## config.mk

```make
export PLATFORM = sky130hd
export DESIGN_NAME = job_latency_stub
export DESIGN_NICKNAME = d
export VERILOG_FILES = /design/src/rtl/job_latency_stub.sv
export SDC_FILE = /design/constraint.sdc
export NUM_CORES = 1
export LEC_CHECK = 0
export CAP_MARGIN = 20
export CORE_ASPECT_RATIO = 1.25
export CORE_MARGIN = 4
export CORE_UTILIZATION = 50
export CTS_CLUSTER_DIAMETER = 100
export DETAILED_ROUTE_END_ITERATION = 10
export GPL_ROUTABILITY_DRIVEN = 0
export GPL_TIMING_DRIVEN = 0
export HOLD_SLACK_MARGIN = 0.02
export PLACE_DENSITY = 0.76
export SLEW_MARGIN = 20
export SYNTH_ARGS = -nofsm -noshare
export SYNTH_HDL_FRONTEND = slang
export SYNTH_SLANG_ARGS = --single-unit
```

## constraint.sdc

```tcl
create_clock -name clk_in -period 3 [get_ports clk_in]
set_input_delay 0.45 -clock clk_in [delete_from_list [all_inputs] [get_ports clk_in]]
set_output_delay 0.45 -clock clk_in [all_outputs]
set_load 0.005 [all_outputs]
```

## src/rtl/job_latency_stub.sv

```systemverilog
// job_latency_stub: stand-in for a long-running generator job.
// Accepts a start, stays busy for a per-job number of cycles, then pulses
// done and presents a fixed result pixel. Supports abort, back-to-back
// restart from the done cycle and a wrapping completion counter.
// Optional feature: define JOB_STUB_REMAINING_EN to add remaining_out.
module job_latency_stub #(
    parameter int unsigned              CNT_WIDTH     = 32,
    parameter logic [CNT_WIDTH-1:0]     DEFAULT_DELAY = 50000,
    parameter int unsigned              PIXEL_WIDTH   = 12,
    parameter logic [PIXEL_WIDTH-1:0]   DONE_PIXEL    = 'h1FF
) (
    input  logic                   clk_in,
    input  logic                   reset_in,
    input  logic                   start_in,
    input  logic [CNT_WIDTH-1:0]   delay_in,
    input  logic                   abort_in,
    output logic                   busy_out,
    output logic                   done_out,
    output logic                   aborted_out,
    output logic                   on_out,
    output logic [PIXEL_WIDTH-1:0] pixel_out,
    output logic [7:0]             done_count_out
`ifdef JOB_STUB_REMAINING_EN
    ,
    output logic [CNT_WIDTH-1:0]   remaining_out
`endif
);

    typedef enum logic [1:0] {
        ST_IDLE = 2'd0,
        ST_RUN  = 2'd1,
        ST_DONE = 2'd2
    } state_t;

    state_t                 r_state;
    logic [CNT_WIDTH-1:0]   r_cnt;
    logic [CNT_WIDTH-1:0]   r_len;
    logic                   r_busy;
    logic                   r_done;
    logic                   r_aborted;
    logic                   r_on;
    logic [PIXEL_WIDTH-1:0] r_pixel;
    logic [7:0]             r_done_count;
    logic [CNT_WIDTH-1:0]   r_remaining;

    logic [CNT_WIDTH-1:0]   w_len_sel;
    logic                   w_last;

    // Job length chosen at start; zero request selects the default length.
    always_comb begin
        w_len_sel = (delay_in == '0) ? DEFAULT_DELAY : delay_in;
        w_last    = (r_cnt == (r_len - CNT_WIDTH'(1)));
    end

    // Job sequencer with all outputs registered; abort has priority over completion.
    always_ff @(posedge clk_in) begin
        if (reset_in) begin
            r_state      <= ST_IDLE;
            r_cnt        <= '0;
            r_len        <= '0;
            r_busy       <= 1'b0;
            r_done       <= 1'b0;
            r_aborted    <= 1'b0;
            r_on         <= 1'b0;
            r_pixel      <= '0;
            r_done_count <= '0;
            r_remaining  <= '0;
        end else begin
            r_done    <= 1'b0;
            r_aborted <= 1'b0;
            case (r_state)
                ST_IDLE, ST_DONE: begin
                    if (start_in) begin
                        r_len       <= w_len_sel;
                        r_cnt       <= '0;
                        r_pixel     <= '0;
                        r_busy      <= 1'b1;
                        r_remaining <= w_len_sel;
                        r_state     <= ST_RUN;
                    end else begin
                        r_state <= ST_IDLE;
                    end
                end
                ST_RUN: begin
                    if (abort_in) begin
                        r_busy      <= 1'b0;
                        r_aborted   <= 1'b1;
                        r_cnt       <= '0;
                        r_remaining <= '0;
                        r_state     <= ST_IDLE;
                    end else if (w_last) begin
                        r_busy       <= 1'b0;
                        r_done       <= 1'b1;
                        r_pixel      <= DONE_PIXEL;
                        r_on         <= 1'b1;
                        r_done_count <= r_done_count + 8'd1;
                        r_cnt        <= '0;
                        r_remaining  <= '0;
                        r_state      <= ST_DONE;
                    end else begin
                        r_cnt       <= r_cnt + CNT_WIDTH'(1);
                        r_remaining <= r_remaining - CNT_WIDTH'(1);
                    end
                end
                default: begin
                    r_state <= ST_IDLE;
                end
            endcase
        end
    end

    assign busy_out       = r_busy;
    assign done_out       = r_done;
    assign aborted_out    = r_aborted;
    assign on_out         = r_on;
    assign pixel_out      = r_pixel;
    assign done_count_out = r_done_count;

`ifdef JOB_STUB_REMAINING_EN
    assign remaining_out = r_remaining;
`else
    logic w_unused;
    assign w_unused = ^r_remaining;
`endif

endmodule

```

==> results.md, run 1 <==
- Startpoint type of the worst setup path: flop
- Worst path bufs/invs: 1
- Congestion Overflow GR: 0
- Mapped cell area: 0.004597 mm2
- Worst Setup End Kind: flop
- Remaining antenna violation count after routing: 0
- Sequential fraction of the synthesis area: 34.40%
- Core box area: 0.008843 mm2
- Minimum clock period: 3420 ps
- Diodes inserted: 0
- Period utilization: 114.0%
- Mapped Avg Cell Area: 7.871 um2
- Rel. slew slack: 49.45%
- Top delay family on crit path: simple AND/OR/NAND/NOR gates
- Failing checks: setup timing
- Vias per cell: between 5 and 6
- Worst Path Arrival: 3720 ps
- Hold Fails Final Rpt: 0
- Worst reg2reg endpoint: done_count_out[2]$_SDFFE_PP0P_
- Max_cap viols: 0
- Grt met1 use: approximately 32%
- Synthesis-stage register bit count: 79
- TritonCTS clock tree: done
- Crit Path Category: reg -> reg
- Status: finished with violations
- CTS Root Cell: clkbuf_8
- Hold Path Depth: 2
- Hpwl dp: a little under 10000 um
- Total CTS buffers: 9
- Worst Path Required: between 3000 and 4000 ps
- Post-Syn Instances: 584
- Clk sinks: 79
- Final-report max-slew violation count: 0
- RSZ-0062 raised after global routing: true
- CTS Buffer Depth: 2
- Via count of the first global-routing pass: roughly 4.5k
- Most used cell, CP: or4_4
- Vias: 4734
- Highest Clock Rate: 292.4 MHz
- Unique masters post-synth: between 50 and 60
- Cell taking the most area after synthesis: dfxtp_1
- R2R depth: 9
- Synth top area cells: dfxtp_1, xnor2_1, nand2_1
- Crit path cell chain: or4_4 -> or4_4 -> a2111oi_4 -> o22ai_2 -> nor4_2 -> nand4_2 -> buf_6 -> or4_1 -> a21oi_1
- Post-synth EDFFs: 0
- Ys flop type: dfxtp_1
- Layout cells sized above 1: 18.91%
- Max incr delay on CP: 570 ps
- Hold Buf Count CTS: 0
- R2R Setup Slk: -420 ps
- Final worst slack: -420.0 ps
- Pwr Total: between 2 and 3 mW
- Clk slew on worst S/H paths: roughly 80 ps
- Row count: 38
- Setup Skew: 10.13 ps
- Hold Crit Class: reg -> reg
- Share of the synthesized area in the top cell type: between 30% and 40%
- Pre-antenna DRT Iters: 5
- Final WL: ~14000 um
- Gr usage total: between 20% and 30%
- Largest net degree at the start of global routing: 15
- Crit-path max FO: 5
- Die X: 93.76 um
- GRT Max-Usage Layer: met2
- CP max stage cell: or4_4
- Pwr dens: 413.5 mW/mm2
- Utilization after layout: 68.96%
- IO buf count: 56
- Most frequent cells in the layout: nand2_1, dfxtp_1, clkdlybuf4s50_1, a21oi_1, xnor2_1
- Ports: 60
- # setup viols final: 46
- CP startpoint: r_len[6]$_SDFFE_PP0P_
- Residual DRC: 0
- Critical path depth: 9
- First-pass GRT wire length: 22560 um
- CTS H-tree lvls: 3
- Clk Latency, worst-skew pair: 370 ps
- Maximum VDD drop: ~360 uV
- Layout Nets: 711
- Die area: 0.01080 mm2
- Most common cell after layout, fill and taps aside: nand2_1
- Post-synthesis async set-or-reset flop share: 0%
- Wirelength per Cell: 17.80 um
- Synth Warn #: 0
- Critical path capture point: done_count_out[2]$_SDFFE_PP0P_
- Initial core utilization: 51.98%
- M3 GR Usage: approximately 5.3%
- Fin Setup TNS: -14000 ps
- Met2 Use GR: 45.86%
- Die height: 115.2 um
- Least-Margin Pin Slew: 750.4 ps
- Lkg Pwr: roughly 2 nW
- Initial detailed-routing violation count: 448
- Worst r2r src: r_len[6]$_SDFFE_PP0P_
- P&R area growth vs syn: 32.66%
- Initial antenna violation count: 0
power breakdown:
| group | internal [mW] | total, mW | switching (mW) | leakage, nW |
|---|---|---|---|---|
| combinational | 0.267 | 0.592 | 0.325 | 1.31 |
| sequential | 1.08 | 1.12 | 0.0462 | 0.646 |
| clock | 0.385 | 0.804 | 0.419 | 0.0992 |
| total | 1.73 | 2.52 | 0.790 | 2.05 |
sequential cells by signal, indices dropped and copies added, names as in the netlist:
register	count
aborted_out	1
pixel_out	1
r_state	2
done_out	1
r_len	32
busy_out	1
on_out	1
done_count_out	8
r_cnt	32
stage by stage:
stage	hold WS [ps]	worst slack [ps]	std cells	instance area [um2]
finish	469.7	-420.0	797	6098
global route	505.1	-504.7	797	6098
CTS	472.0	-344.3	793	6021
detailed placement	444.6	-705.0	762	5380
global placement	437.0	-664.3	762	5380
floorplan	442.1	-121.4	586	4669
worst reg2reg max path, cell delays in order (launching register included):
cell	delay, ps
dfxtp_2	360
or4_4	570
or4_4	550
a2111oi_4	320
o22ai_2	140
nor4_2	320
nand4_2	230
buf_6	190
or4_1	510
a21oi_1	160
cell families after synthesis:
logic type / Yosys count / synth area share (%)
other: 1 / 0.08158
xor gates and xnor gates: 64 / 12.19
adders and majority gates: 3 / 0.8166
DFF: 79 / 34.40
and+or+nand+nor: 282 / 32.23
buffers and inverters: 56 / 6.233
AOI/OAI and AO/OA: 95 / 13.09
muxes: 4 / 0.9526
worst min-delay path by stage:
stage	start	to	slack, ps
floorplan	on_out$_SDFFE_PP0P_	on_out$_SDFFE_PP0P_	440
global placement	on_out$_SDFFE_PP0P_	on_out$_SDFFE_PP0P_	440
detailed placement	on_out$_SDFFE_PP0P_	on_out$_SDFFE_PP0P_	440
CTS	on_out$_SDFFE_PP0P_	on_out$_SDFFE_PP0P_	470
global route	r_len[31]$_SDFFE_PP0P_	r_len[31]$_SDFFE_PP0P_	510
finish	on_out$_SDFFE_PP0P_	on_out$_SDFFE_PP0P_	470
timing repair:
| action | 4_1_cts | 5_1_grt |
|---|---|---|
| setup endpoints to repair | 46 | 46 |
| endpoints found under the hold margin | 0 | 0 |
| pin swaps | 49 | 13 |
| cloned | 2 | 0 |
| setup buffers | 15 | 8 |
| resized for setup | 72 | 12 |
routing by layer:
| metal | vias to the layer above | wire length [um] |
|---|---|---|
| met5 | - | 0 |
| met4 | 0 | 408 |
| met3 | 37 | 863 |
| met2 | 197 | 7245 |
| met1 | 2251 | 5673 |
| li1 | 2249 | - |
synthesized netlist by cell type, types with 6 or more instances:
| cell | n |
|---|---|
| dfxtp_1 | 79 |
| or3_1 | 6 |
| nor3_1 | 53 |
| buf_4 | 11 |
| o31ai_1 | 9 |
| nand4_1 | 12 |
| nor2_1 | 37 |
| nand2_1 | 82 |
| or4_1 | 10 |
| a31oi_1 | 7 |
| nor2b_1 | 6 |
| xnor2_1 | 40 |
| and3_1 | 6 |
| clkbuf_1 | 26 |
| o21ai_0 | 11 |
| xor2_1 | 24 |
| inv_1 | 10 |
| nor4_1 | 20 |
| a21oi_1 | 42 |
| nand2b_1 | 12 |
| nand3_1 | 13 |
final cells by class:
cell class | count | area, um2
timing repair buffer | 81 | 820.8
clock buffer | 9 | 123.9
inverter | 10 | 37.54
sequential | 79 | 1598
clock inverter | 7 | 73.82
buffer | 40 | 245.2
multi-input combinational | 451 | 3049
fill | 720 | 2745
tap | 120 | 150.1
No activity file was read; power rests on OpenSTA's default activity.
==> run 2, diff against run 1 <==
--- a/config.mk
+++ b/config.mk
@@ -7,15 +7,12 @@
 export LEC_CHECK = 0
 export CAP_MARGIN = 20
 export CORE_ASPECT_RATIO = 1.25
-export CORE_MARGIN = 4
 export CORE_UTILIZATION = 50
 export CTS_CLUSTER_DIAMETER = 100
 export DETAILED_ROUTE_END_ITERATION = 10
 export GPL_ROUTABILITY_DRIVEN = 0
 export GPL_TIMING_DRIVEN = 0
-export HOLD_SLACK_MARGIN = 0.02
 export PLACE_DENSITY = 0.76
-export SLEW_MARGIN = 20
 export SYNTH_ARGS = -nofsm -noshare
 export SYNTH_HDL_FRONTEND = slang
 export SYNTH_SLANG_ARGS = --single-unit
==> results.md, run 2 (same netlist as run 1, synthesis figures left out) <==
- Crit-path max FO: 6
- Wirelength per Cell: 17.40 um
- Failing checks: setup timing
- Hold Crit Class: reg -> reg
- Vias per cell: 5.893
- Least-Margin Pin Slew: 770.6 ps
- CTS H-tree lvls: 3
- Maximum VDD drop: approximately 340 uV
- Row count: 38
- Lkg Pwr: 2.125 nW
- Initial detailed-routing violation count: approximately 420
- Startpoint type of the worst setup path: flop
- Minimum clock period: 3433 ps
- Layout Nets: 715
- Initial antenna violation count: 0
- Ports: 60
- TritonCTS clock tree: done
- Die X: 87.76 um
- RSZ-0062 raised after global routing: true
- Hold Fails Final Rpt: 0
- # setup viols final: 46
- WL met3: approximately 750 um
- Residual DRC: 0
- CP startpoint: r_len[24]$_SDFFE_PP0P_
- Layout cells sized above 1: 21.59%
- Total CTS buffers: 9
- Rel. slew slack: 48.43%
- Remaining antenna violation count after routing: 0
- Initial core utilization: between 50% and 60%
- Most used cell, CP: or4_1
- IO buf count: 56
- Gr usage total: 29.55%
- CP max stage cell: or4_1
- Setup Skew: about 13 ps
- Worst r2r src: r_len[24]$_SDFFE_PP0P_
- Die area: 0.009583 mm2
- Fillers: 647
- Diodes inserted: 0
- Worst reg2reg endpoint: done_count_out[3]$_SDFFE_PP0P_
- CTS Buffer Depth: 2
- Status: finished with violations
- Min-Delay Startpoint: on_out$_SDFFE_PP0P_
- P&R area growth vs syn: 36.74%
- Hold EP: on_out$_SDFFE_PP0P_
- Most frequent cells in the layout: nand2_1, dfxtp_1, clkdlybuf4s50_1, xnor2_1
- Clk slew on worst S/H paths: 90 ps
- Top Layer Used: met4
- Clk sinks: 79
- Hold Path Depth: 2
- R2R Setup Slk: -430 ps
- Highest Clock Rate: slightly below 300 MHz
- Via count of the first global-routing pass: 4345
- Largest net degree at the start of global routing: 15
- Vias: 4720
- Hold Buf Count CTS: 0
- Most common cell after layout, fill and taps aside: nand2_1
- Hpwl dp: 9529 um
- Met1 wire length: 5708 um
- CTS Root Cell: clkbuf_8
- Period utilization: 114.4%
- R2R depth: 10
- Pwr dens: 455.1 mW/mm2
- Clk Latency, worst-skew pair: between 300 and 400 ps
- Pre-antenna DRT Iters: 5
- First-pass GRT wire length: 21530 um
- Die height: 109.2 um
- Worst Path Arrival: between 3000 and 4000 ps
- Worst Path Required: approximately 3300 ps
- Hold WS: about 480 ps
- WL met2: 6883 um
- Worst Setup End Kind: flop
- Core box area: 0.008796 mm2
- Final WL: around 14000 um
- Final-report max-slew violation count: 0
- Congestion Overflow GR: 0
- Crit Path Category: reg -> reg
- Max_cap viols: 0
- Max incr delay on CP: between 600 and 700 ps
- Final worst slack: -432.5 ps
- Crit path cell chain: or4_1 -> nor3_1 -> and4_1 -> a211oi_1 -> o21ai_1 -> nand4_2 -> buf_6 -> buf_4 -> or4_1 -> a21oi_1
- Utilization after layout: roughly 70%
-- run 2: worst max-delay path, delay by kind of cell, from the launching register on --
| family | cells | cell delay (ps) |
|---|---|---|
| AO/OA/AOI/OAI | 3 | 560 |
| buffers and inverters | 2 | 310 |
| flip-flops | 1 | 400 |
| AND/OR/NAND/NOR | 5 | 2070 |
-- run 2: metal layers --
metal | global-route usage, % | vias up
met3 | 5.072 | 43
met1 | 36.41 | 2261
met5 | 0 | -
met4 | 17.21 | 0
li1 | - | 2252
met2 | 48.06 | 164
-- run 2: cell type report --
cell class | count | area (um2) | area share, %
inverter | 10 | 37.54 | 0.5971
sequential | 79 | 1599 | 25.44
clock inverter | 7 | 167.7 | 2.667
clock buffer | 9 | 123.9 | 1.971
tap | 120 | 150.1 | 2.389
timing repair buffer | 83 | 807.0 | 12.84
multi-input combinational | 451 | 3137 | 49.90
buffer | 42 | 264.0 | 4.200
-- run 2: report_power, final --
group	internal, mW	switching, mW	leakage, nW	total (mW)
combinational	0.261	0.327	1.33	0.588
sequential	1.08	0.0410	0.646	1.12
clock	0.725	0.429	0.144	1.15
-- run 2: what timing repair did --
item                       4_1_cts  5_1_grt
pin swaps                       52        8
resized for setup               86       17
gates cloned                     2        0
setup endpoints to repair       46       46
buffers inserted                16        9
-- run 2: through the flow --
stage / cell area [um2] / TNS (ps) / setup slack (ps) / instances / total power, mW
after floorplan: 4669 / -224.2 / -121.4 / 586 / 1.465
after global placement: 5380 / -18320 / -647.4 / 762 / 1.606
after detailed placement: 5380 / -22030 / -732.9 / 762 / 1.618
after CTS: 6161 / -6246 / -316.2 / 794 / 2.824
after global routing: 6286 / -15280 / -535.2 / 801 / 2.948
final: 6286 / -10950 / -432.5 / 801 / 2.861
-- run 2: worst max-delay path by stage --
stage | slack [ps] | end | cells past startpoint
2_1_floorplan | -120 | done_count_out[7]$_SDFFE_PP0P_ | 11
4_1_cts | -320 | done_count_out[2]$_SDFFE_PP0P_ | 9
5_1_grt | -540 | done_count_out[3]$_SDFFE_PP0P_ | 11
3_5_place_dp | -730 | r_cnt[29]$_SDFFE_PP0P_ | 12
3_3_place_gp | -650 | r_cnt[29]$_SDFFE_PP0P_ | 12
6_report | -430 | done_count_out[3]$_SDFFE_PP0P_ | 10
==> run 3, diff against run 2 <==
--- a/config.mk
+++ b/config.mk
@@ -7,12 +7,11 @@
 export LEC_CHECK = 0
 export CAP_MARGIN = 20
 export CORE_ASPECT_RATIO = 1.25
-export CORE_UTILIZATION = 50
+export CORE_UTILIZATION = 40
 export CTS_CLUSTER_DIAMETER = 100
 export DETAILED_ROUTE_END_ITERATION = 10
 export GPL_ROUTABILITY_DRIVEN = 0
 export GPL_TIMING_DRIVEN = 0
-export PLACE_DENSITY = 0.76
 export SYNTH_ARGS = -nofsm -noshare
 export SYNTH_HDL_FRONTEND = slang
 export SYNTH_SLANG_ARGS = --single-unit
==> results.md, run 3 (same netlist as run 1, synthesis figures left out) <==
- Startpoint type of the worst setup path: flop
- Period utilization: 110.7%
- Core box area: 0.01114 mm2
- Most common cell after layout, fill and taps aside: nand2_1
- Via count of the first global-routing pass: 4586
- Diodes inserted: 0
- Worst reg2reg endpoint: done_count_out[2]$_SDFFE_PP0P_
- Total CTS buffers: 9
- R2R depth: 11
- Initial detailed-routing violation count: 191
- Die area: roughly 0.012 mm2
- Hold Buf Count CTS: 0
- R2R Setup Slk: -320 ps
- Minimum clock period: approximately 3300 ps
- RSZ-0062 raised after global routing: true
- Wirelength per Cell: 16.57 um
- Final-report max-slew violation count: 0
- Rel. slew slack: 40.58%
- Hold WS: 463.2 ps
- Pre-antenna DRT Iters: 7
- Lkg Pwr: 2.141 nW
- CTS Buffer Depth: 2
- Ports: 60
- P&R area growth vs syn: 36.12%
- Crit Path Category: reg -> reg
- Post-route insts no fill: 810
- Initial antenna violation count: 0
- Least-Margin Pin Slew: 891.2 ps
- Fillers: ~1.0k
- Max incr delay on CP: 520 ps
- Post-Place Worst Slack: -663.6 ps
- Die X: 97.89 um
- IO buf count: 56
- Vias: 4516
- Highest Clock Rate: between 300 and 400 MHz
- Residual DRC: 2
- Row count: 43
- First-pass GRT wire length: 21940 um
- Most frequent cells in the layout: nand2_1, dfxtp_1, clkdlybuf4s50_1, nor3_1, xnor2_1
- Clk sinks: 79
- Final WL: 13420 um
- Worst r2r src: r_len[9]$_SDFFE_PP0P_
- Design area: 0.006257 mm2
- Largest net degree at the start of global routing: 13
- Worst Setup End Kind: flop
- Clk Latency, worst-skew pair: 340 ps
- Setup Skew: 7.235 ps
- TritonCTS clock tree: done
- Final worst slack: -321.9 ps
- Placed cell areas: 0.005399 mm2
- CTS Root Cell: clkbuf_16
- # setup viols final: 46
- Hold Fails Final Rpt: 0
- Hpwl dp: between 9000 and 10000 um
- Max_cap viols: 0
- Vias per cell: about 5.6
- Hold Path Depth: 2
- Hold Crit Class: reg -> reg
- Worst Path Arrival: 3590 ps
- Initial core utilization: 41.28%
- Clk slew on worst S/H paths: 60 ps
- Gr usage total: a little under a quarter
- CTS H-tree lvls: 3
- Maximum VDD drop: 249.2 uV
- Min-Delay Startpoint: on_out$_SDFFE_PP0P_
- Hold EP: on_out$_SDFFE_PP0P_
- Worst Path Required: 3270 ps
- Post-Place Cells: roughly 780
- Pwr dens: about 460 mW/mm2
- Crit path cell chain: buf_6 -> or4_1 -> clkbuf_8 -> or4_4 -> nor3_2 -> a21oi_1 -> nor3_2 -> nand4_2 -> buf_6 -> or4_4 -> a21oi_2
- Remaining antenna violation count after routing: 0
- Congestion Overflow GR: 0
- CP max stage cell: or4_1
- Layout Nets: 709
- Layout cells sized above 1: 17.48%
- Failing checks: DRC, setup timing
- Crit-path max FO: 6
- Die height: 121.9 um
- Status: finished with violations
-- run 3: cell count changes in the layout (fill, tap and decap cells not counted), moves of 3 or more --
| cell | delta |
|---|---|
| clkbuf_1 | +3 |
| dfxtp_2 | -4 |
| bufinv_16 | -3 |
| nor3_2 | -22 |
| nor3_4 | +4 |
| clkbuf_16 | +10 |
| nor3_1 | +18 |
| buf_4 | -5 |
| dfxtp_1 | +6 |
| clkbuf_8 | -8 |
-- run 3: worst max path at each step --
stage / start / end / slack, ps / cells past startpoint
2_1_floorplan: r_len[9]$_SDFFE_PP0P_ / done_count_out[7]$_SDFFE_PP0P_ / -120 / 11
3_3_place_gp: r_len[0]$_SDFFE_PP0P_ / done_count_out[7]$_SDFFE_PP0P_ / -580 / 11
6_report: r_len[9]$_SDFFE_PP0P_ / done_count_out[2]$_SDFFE_PP0P_ / -320 / 11
3_5_place_dp: r_len[0]$_SDFFE_PP0P_ / done_count_out[6]$_SDFFE_PP0P_ / -660 / 11
4_1_cts: r_len[9]$_SDFFE_PP0P_ / done_count_out[0]$_SDFFE_PP0P_ / -320 / 12
5_1_grt: r_len[4]$_SDFFE_PP0P_ / r_cnt[19]$_SDFFE_PP0P_ / -400 / 12
-- run 3: metrics by stage --
stage | TNS, ps | power [mW] | utilization [%]
floorplan | -224.2 | 1.465 | -
global placement | -17540 | 1.611 | 48.48
detailed placement | -18560 | 1.618 | 48.48
CTS | -7026 | 2.871 | 53.50
global route | -14300 | 3.018 | 56.18
finish | -10120 | 2.905 | 56.18
-- run 3: what timing repair did --
action	4_1_cts	5_1_grt
setup endpoints to repair	46	46
setup buffers	11	9
gates cloned	0	1
pin swaps	10	28
resized for setup	34	51
-- run 3: routing by layer --
layer / vias up / part of all wire [%] / track usage (%)
li1: 2244 / - / -
met1: 2144 / 43 / 26.11
met2: 99 / 51 / 42.56
met3: 29 / 3.3 / 4.073
met4: 0 / 2.9 / 11.17
met5: - / 0 / 0
-- run 3: worst max-delay path: cells and delay by family, from the launching register on --
kind	cells	cell delay, ps
buffers and inverters	3	480
and+or+nand+nor	6	2210
DFF	1	310
AOI/OAI and AO/OA	2	250
-- run 3: area by class of cell --
class	instances	area (um2)	share of cell area [%]
well taps	135	168.9	2.699
flip-flops and latches	79	1587	25.35
inverters	10	37.54	0.5999
clock inverters	3	65.06	1.040
plain buffers	42	260.3	4.159
repair buffers	77	765.7	12.24
multi-input cells	451	3113	49.75
clock buffers	13	260.3	4.159
-- run 3: report_power, final --
| part | leakage, nW | switching [mW] | total (mW) | internal (mW) |
|---|---|---|---|---|
| clock | 0.160 | 0.433 | 1.21 | 0.774 |
| combinational | 1.34 | 0.314 | 0.575 | 0.261 |
| sequential | 0.644 | 0.0427 | 1.12 | 1.08 |
| total | 2.14 | 0.790 | 2.90 | 2.12 |
